**src/rtl/signed_minmax_tracker_pkg.sv**
```systemverilog
// -----------------------------------------------------------------------------
// signed_minmax_tracker_pkg
// Shared types and constants for the signed min/max tracker:
//   - state_e     : tracker FSM states (IDLE / ACCUM / REPORT)
//   - cmp_res_e   : encoded result of a signed comparison (lt / eq / gt)
//   - DEFAULT_WIDTH : default sample width
//   - cmp_encode  : folds the three one-hot compare flags into cmp_res_e
// -----------------------------------------------------------------------------
package signed_minmax_tracker_pkg;

  localparam int DEFAULT_WIDTH = 4;

  typedef enum logic [1:0] {
    ST_IDLE   = 2'd0,
    ST_ACCUM  = 2'd1,
    ST_REPORT = 2'd2
  } state_e;

  typedef enum logic [1:0] {
    CMP_LT = 2'd0,
    CMP_EQ = 2'd1,
    CMP_GT = 2'd2
  } cmp_res_e;

  // Exactly one flag is expected to be set; anything else collapses to EQ so
  // that a corrupted compare never triggers a min/max update.
  function automatic cmp_res_e cmp_encode(input logic lt, input logic eq, input logic gt);
    cmp_res_e res;
    case ({lt, eq, gt})
      3'b100:  res = CMP_LT;
      3'b010:  res = CMP_EQ;
      3'b001:  res = CMP_GT;
      default: res = CMP_EQ;
    endcase
    return res;
  endfunction

endpackage

```
**src/rtl/signed_minmax_tracker_cmp_unit.sv**
```systemverilog
// -----------------------------------------------------------------------------
// signed_cmp_unit
// Purely combinational two's-complement comparator: sign first, then magnitude.
// Ports:
//   a, b    : WIDTH-bit signed operands
//   a_lt_b  : a <  b (signed)
//   a_eq_b  : a == b
//   a_gt_b  : a >  b (signed)
// -----------------------------------------------------------------------------
module signed_cmp_unit
  import signed_minmax_tracker_pkg::*;
#(
  parameter int WIDTH = DEFAULT_WIDTH
) (
  input  logic [WIDTH-1:0] a,
  input  logic [WIDTH-1:0] b,
  output logic             a_lt_b,
  output logic             a_eq_b,
  output logic             a_gt_b
);

  logic a_neg_s;
  logic b_neg_s;
  logic low_lt_s;

  assign a_neg_s = a[WIDTH-1];
  assign b_neg_s = b[WIDTH-1];
  // With equal signs, the lower bits order two's-complement values correctly
  // for both positive and negative operands.
  assign low_lt_s = (a[WIDTH-2:0] < b[WIDTH-2:0]);

  // Sign decides when signs differ; otherwise the remaining bits decide.
  always_comb begin
    a_eq_b = (a == b);
    if (a_neg_s != b_neg_s) begin
      a_lt_b = a_neg_s;
    end else begin
      a_lt_b = low_lt_s;
    end
    a_gt_b = ~a_lt_b & ~a_eq_b;
  end

endmodule

```
**src/rtl/signed_minmax_tracker.sv**
```systemverilog
// -----------------------------------------------------------------------------
// signed_minmax_tracker
// Consumes a stream of signed samples and reports the signed min/max of each
// window of WINDOW samples (or a shorter window closed by flush) over a
// valid/ready handshake.
// Ports:
//   clk, reset       : clock, synchronous active-high reset
//   clear            : abort current window and any pending report
//   flush            : close the current window early
//   in_valid/in_ready/in_data : sample input handshake
//   out_valid/out_ready       : report handshake
//   out_min/out_max  : signed extremes of the reported window
//   out_count        : number of samples in the reported window
//   out_all_eq       : out_min == out_max
// -----------------------------------------------------------------------------
module signed_minmax_tracker
  import signed_minmax_tracker_pkg::*;
#(
  parameter int WIDTH  = DEFAULT_WIDTH,
  parameter int WINDOW = 8,
  parameter int CNT_W  = 8
) (
  input  logic             clk,
  input  logic             reset,
  input  logic             clear,
  input  logic             flush,
  input  logic             in_valid,
  output logic             in_ready,
  input  logic [WIDTH-1:0] in_data,
  output logic             out_valid,
  input  logic             out_ready,
  output logic [WIDTH-1:0] out_min,
  output logic [WIDTH-1:0] out_max,
  output logic [CNT_W-1:0] out_count,
  output logic             out_all_eq
);

  state_e             state_q,      state_d;
  logic [CNT_W-1:0]   count_q,      count_d;
  logic [WIDTH-1:0]   min_q,        min_d;
  logic [WIDTH-1:0]   max_q,        max_d;
  logic [WIDTH-1:0]   out_min_q,    out_min_d;
  logic [WIDTH-1:0]   out_max_q,    out_max_d;
  logic [CNT_W-1:0]   out_count_q,  out_count_d;
  logic               out_all_eq_q, out_all_eq_d;
  logic               out_valid_q,  out_valid_d;

  logic               accept_s;
  logic               min_lt_s, min_eq_s, min_gt_s;
  logic               max_lt_s, max_eq_s, max_gt_s;
  cmp_res_e           vs_min_s;
  cmp_res_e           vs_max_s;
  logic [CNT_W-1:0]   count_inc_s;

  // Sample vs running minimum.
  signed_cmp_unit #(.WIDTH(WIDTH)) u_cmp_min (
    .a      (in_data),
    .b      (min_q),
    .a_lt_b (min_lt_s),
    .a_eq_b (min_eq_s),
    .a_gt_b (min_gt_s)
  );

  // Sample vs running maximum.
  signed_cmp_unit #(.WIDTH(WIDTH)) u_cmp_max (
    .a      (in_data),
    .b      (max_q),
    .a_lt_b (max_lt_s),
    .a_eq_b (max_eq_s),
    .a_gt_b (max_gt_s)
  );

  assign vs_min_s    = cmp_encode(min_lt_s, min_eq_s, min_gt_s);
  assign vs_max_s    = cmp_encode(max_lt_s, max_eq_s, max_gt_s);
  assign count_inc_s = count_q + CNT_W'(1);

  assign in_ready  = ~reset & ~clear & (state_q != ST_REPORT);
  assign accept_s  = in_valid & in_ready;

  assign out_valid  = out_valid_q;
  assign out_min    = out_min_q;
  assign out_max    = out_max_q;
  assign out_count  = out_count_q;
  assign out_all_eq = out_all_eq_q;

  // Next-state, accumulator and report-capture logic.
  always_comb begin
    state_d      = state_q;
    count_d      = count_q;
    min_d        = min_q;
    max_d        = max_q;
    out_min_d    = out_min_q;
    out_max_d    = out_max_q;
    out_count_d  = out_count_q;
    out_all_eq_d = out_all_eq_q;

    case (state_q)
      ST_IDLE: begin
        if (accept_s) begin
          min_d   = in_data;
          max_d   = in_data;
          count_d = CNT_W'(1);
          if ((WINDOW == 32'sd1) || flush) begin
            state_d = ST_REPORT;
          end else begin
            state_d = ST_ACCUM;
          end
        end else begin
          // flush without a sample has nothing to report.
          state_d = ST_IDLE;
        end
      end
      ST_ACCUM: begin
        if (accept_s) begin
          count_d = count_inc_s;
          if (vs_min_s == CMP_LT) begin
            min_d = in_data;
          end else begin
            min_d = min_q;
          end
          if (vs_max_s == CMP_GT) begin
            max_d = in_data;
          end else begin
            max_d = max_q;
          end
          if ((count_inc_s == CNT_W'(WINDOW)) || flush) begin
            state_d = ST_REPORT;
          end else begin
            state_d = ST_ACCUM;
          end
        end else if (flush) begin
          state_d = ST_REPORT;
        end else begin
          state_d = ST_ACCUM;
        end
      end
      ST_REPORT: begin
        if (out_ready) begin
          state_d = ST_IDLE;
          count_d = CNT_W'(0);
        end else begin
          state_d = ST_REPORT;
        end
      end
      default: begin
        state_d = ST_IDLE;
        count_d = CNT_W'(0);
      end
    endcase

    // Latch the report only on entry to REPORT so it stays stable while stalled
    // and persists after the handshake.
    if ((state_d == ST_REPORT) && (state_q != ST_REPORT)) begin
      out_min_d    = min_d;
      out_max_d    = max_d;
      out_count_d  = count_d;
      out_all_eq_d = (min_d == max_d);
    end else begin
      out_min_d    = out_min_q;
    end

    // clear drops the window and any pending report but keeps old report values.
    if (clear) begin
      state_d      = ST_IDLE;
      count_d      = CNT_W'(0);
      out_min_d    = out_min_q;
      out_max_d    = out_max_q;
      out_count_d  = out_count_q;
      out_all_eq_d = out_all_eq_q;
    end else begin
      count_d      = count_d;
    end

    out_valid_d = (state_d == ST_REPORT);
  end

  // State and output registers with synchronous reset.
  always_ff @(posedge clk) begin
    if (reset) begin
      state_q      <= ST_IDLE;
      count_q      <= '0;
      min_q        <= '0;
      max_q        <= '0;
      out_min_q    <= '0;
      out_max_q    <= '0;
      out_count_q  <= '0;
      out_all_eq_q <= 1'b1;
      out_valid_q  <= 1'b0;
    end else begin
      state_q      <= state_d;
      count_q      <= count_d;
      min_q        <= min_d;
      max_q        <= max_d;
      out_min_q    <= out_min_d;
      out_max_q    <= out_max_d;
      out_count_q  <= out_count_d;
      out_all_eq_q <= out_all_eq_d;
      out_valid_q  <= out_valid_d;
    end
  end

endmodule

```
**config.mk**
```make
export PLATFORM = sky130hd
export DESIGN_NAME = signed_minmax_tracker
export DESIGN_NICKNAME = d
export VERILOG_FILES = /design/src/rtl/signed_minmax_tracker_pkg.sv /design/src/rtl/signed_minmax_tracker_cmp_unit.sv /design/src/rtl/signed_minmax_tracker.sv
export SDC_FILE = /design/constraint.sdc
export NUM_CORES = 1
export LEC_CHECK = 0
export BUFFER_PORTS_ARGS = -buffer_cell sky130_fd_sc_hd__buf_2
export CAP_MARGIN = 20
export CORE_MARGIN = 2
export CORE_UTILIZATION = 31
export CTS_BUF_LIST = sky130_fd_sc_hd__clkbuf_2 sky130_fd_sc_hd__clkbuf_4 sky130_fd_sc_hd__clkbuf_8
export DETAILED_ROUTE_END_ITERATION = 8
export PLACE_DENSITY = 0.47
export REMOVE_ABC_BUFFERS = 1
export SLEW_MARGIN = 20
export SYNTH_ARGS = -nofsm -noshare
export SYNTH_HDL_FRONTEND = slang
export SYNTH_SLANG_ARGS = --single-unit
```
**constraint.sdc**
```tcl
create_clock -name clk -period 2.3 [get_ports clk]
set_input_delay 0.115 -clock clk [delete_from_list [all_inputs] [get_ports clk]]
set_output_delay 0.115 -clock clk [all_outputs]
set_load 0.05 [all_outputs]
```
==> flow_metrics.env <==
export IMPL_ir_worst_vdd_v=0.000229
export IMPL_yosys_top_cells_area="dfxtp_1, nor2_1, a211oi_1"
export IMPL_pin_count=29
export IMPL_overflow=0
export IMPL_crit_type="reg2reg"
export IMPL_outcome="completed"
export IMPL_synth_top_area_cell="dfxtp_1"
export IMPL_clk_pin_slew_ps=80
export IMPL_max_freq_mhz=438
export IMPL_drive_gt1_frac=0.273
export IMPL_globalplace_congestion=0.770
export IMPL_relSlewSlack=0.731
export IMPL_timing_final_ws_setup_ps=14.8
export IMPL_fillCellCount=714
export IMPL_hold_class="in2reg"
export IMPL_critPathMaxStageDelay_ps=340
export IMPL_switchingPower_w=0.000404
export IMPL_power_frac_clock=0.354
export IMPL_die_area_um2=7540
export IMPL_synthCells=264
export IMPL_arrival_ps=2470
export IMPL_dpl_worst_slack_ps=-115
export IMPL_num_vias=2017
export IMPL_diodes=0
export IMPL_period_minus_slack_ps=2290
export IMPL_seqCellArea_um2=724
export IMPL_rsz0062_at_grt="true"
export IMPL_required_ps=2480
export IMPL_p_leak_nw=1.11
export IMPL_grt_first_pass_wirelength_um=8760
export IMPL_slowest_stage="dfxtp_2"
export IMPL_chipWidth_um=86.9
export IMPL_synth_top_area_share=0.339
export IMPL_finClkSkew_ps=4.94
export IMPL_vias_per_cell=5.11
export IMPL_wl_per_cell_um=13.4
export IMPL_drtIter0Drc=83
export IMPL_nNetsFinal=333
export IMPL_synth_async_sr_flop_share=0
export IMPL_finalSetupTns_ps=0
export IMPL_rows=30
export IMPL_area_growth_pct=27.7
export IMPL_hold_buffers=0
export IMPL_synth_edf_count=0
export IMPL_cts_buffers_inserted=5
export IMPL_cts_root_buffer="clkbuf_8"
export IMPL_yosysWarnings=0
export IMPL_grt_pass1_vias=1908
export IMPL_start_util=0.317
export IMPL_drt_total_wl_um=5280
export IMPL_path_max_fanout=2
export IMPL_cp_start_kind="register"
export IMPL_crit_chain="inv_2, ha_4, nor2b_1, o21a_1, o221a_4, a311oi_4, mux2_4, o2111a_1, a311o_1"
export IMPL_htree_levels=2
export IMPL_track_usage=0.144
export IMPL_fin_crit_sh=0.994
export IMPL_clk_latency_ps=290
export IMPL_synth_yosys_seq_area_share=0.339
export IMPL_drv_cap=0
export IMPL_combPwrFrac=0.178
export IMPL_antenna_found_initial=0
export IMPL_slew_viol_final=0
export IMPL_syn_area_um2=2130
export IMPL_ant_nets=0
export IMPL_multi_input_area_um2=1340
export IMPL_end_kind="register"
export IMPL_ys_types=53
export IMPL_drt_pass1_iterations=4
export IMPL_grt_max_degree=30
export IMPL_finalSetupViolCount=0
export IMPL_p_seq_frac=0.468
export IMPL_hold_viol=0
export IMPL_clock_sinks=36
export IMPL_synthFlopType="dfxtp_1"
export IMPL_die_h_um=86.9
export IMPL_numPortBuffers=28
export IMPL_worst_slew_pin_slew_ps=403
export IMPL_design_core_area_um2=6720
export IMPL_internal_power_w=0.000993
export IMPL_cts_tree="done"
export IMPL_syn_mean_instance_area_um2=8.06
export IMPL_p_sw_frac=0.289
export IMPL_clockBufferDepth=2
export IMPL_hp_start="flush"
export IMPL_drcViolationCount=0
export IMPL_powerDensity_nw_per_um2=514
export IMPL_startpoint="min_q[1]$_SDFF_PP0_"
export IMPL_reg2reg_from="min_q[1]$_SDFF_PP0_"
export IMPL_synth_seq_cells=36
export IMPL_hpwlAfterDp_um=3750
-- routing by layer --
metal | wire length [µm] | vias to the layer above | GRT usage
met5 | 0 | - | 0
met4 | 57 | 0 | 0.0384
met3 | 149 | 5 | 0.0322
met2 | 2430 | 22 | 0.241
met1 | 2640 | 947 | 0.186
li1 | - | 1043 | -
-- logic make-up after synthesis --
group                    after synthesis  share of synthesized area
AND/OR/NAND/NOR                      103                      0.229
AO/OA/AOI/OAI                         77                      0.262
flip-flops                            36                      0.339
buffers and inverters                 26                     0.0564
adder cells (fa/ha/maj)               10                     0.0576
multiplexers                           9                     0.0435
XOR/XNOR                               3                     0.0123
-- state kept, by name (all words and copies together) (netlist names) --
| register | count |
|---|---|
| out_min | 4 |
| count_q | 8 |
| out_all_eq | 1 |
| out_max | 4 |
| min_q | 4 |
| state_q | 2 |
| out_valid | 1 |
| out_count | 8 |
| max_q | 4 |
-- path summary, 6_finish.rpt --
| kind | depth (start not counted) | endpoint | slack (ps) |
|---|---|---|---|
| worst min register to register | 2 | out_min[1]$_SDFFE_PP0P_ | 500 |
| worst min-delay path | 2 | state_q[0]$_SDFF_PP0_ | 40 |
| worst max-delay path | 9 | out_all_eq$_SDFFE_PP1P_ | 10 |
| worst max register to register | 9 | out_all_eq$_SDFFE_PP1P_ | 10 |
-- synthesized netlist by cell type (2+ instances only) --
library cell and number:
a211oi_1 15, a21o_1 2, a21oi_1 20, a21oi_2 3, a221oi_1 2, a22oi_1 3
a31oi_1 2, and2_1 3, and3_1 5, buf_2 6, buf_6 2, clkbuf_1 5
dfxtp_1 36, ha_1 9, inv_1 12, mux2i_1 7, nand2_1 13, nand2b_1 3
nand3_1 7, nand3b_1 2, nor2_1 51, nor2b_1 7, nor3_1 3, nor4b_1 2
o211ai_1 3, o21a_1 3, o21ai_0 10, or2_2 2, xor2_1 2
-- timing repair --
item | 4_1_cts | 5_1_grt
setup buffers | 1 | 3
hold endpoints to repair | 0 | 0
gates cloned | 0 | 1
pin swaps | 7 | 5
endpoints found under the setup margin | 3 | 17
gates resized for setup | 6 | 10
-- layout by cell type, fill, tap and decap left out, drive strengths merged, types with 3 or more instances in the layout --
cell type,count
and2,3
a21oi,23
o21ai,10
clkbuf,8
mux2i,7
inv,12
o21a,3
a211oi,15
ha,9
nor3,3
nor2,51
o211ai,3
nand2b,3
nor2b,7
dfxtp,36
a22oi,3
and3,5
buf,56
nand3,8
nand2,13
-- metrics by stage --
stage          total power, W  instance area (µm²)  hold slack, ps  std cells  utilization
5_1_grt               0.00148                 2720            39.8        395        0.405
6_report              0.00140                 2720            40.4        395        0.405
4_1_cts               0.00141                 2620            35.2        391        0.391
3_5_place_dp         0.000901                 2490             344        382        0.370
3_3_place_gp         0.000901                 2490             334        382        0.370
2_1_floorplan        0.000818                 2050             184        250            -
-- power by group through the flow --
stage	Combinational (W)	Clock, W	Sequential (W)
2_1_floorplan	0.000106	0	0.000712
3_3_place_gp	0.000232	0	0.000668
3_5_place_dp	0.000233	0	0.000668
4_1_cts	0.000239	0.000515	0.000654
5_1_grt	0.000274	0.000545	0.000657
6_report	0.000248	0.000494	0.000654
-- worst max-delay path, delay by kind of cell (launching register included) --
kind                     cells  cell delay, ps
AO/OA/AOI/OAI                5            1110
adder cells (fa/ha/maj)      1             220
buffers and inverters        1              50
flip-flops                   1             340
multiplexers                 1             330
AND/OR/NAND/NOR              1             120
-- final cells by class --
class	count	area share
Multi-Input combinational cell	202	0.494
Sequential cell	36	0.266
Timing Repair Buffer	57	0.150
Tap cell	80	0.0368
Clock buffer	7	0.0331
Inverter	12	0.0166
Clock inverter	1	0.00276
(Power assumes the default switching activity.)
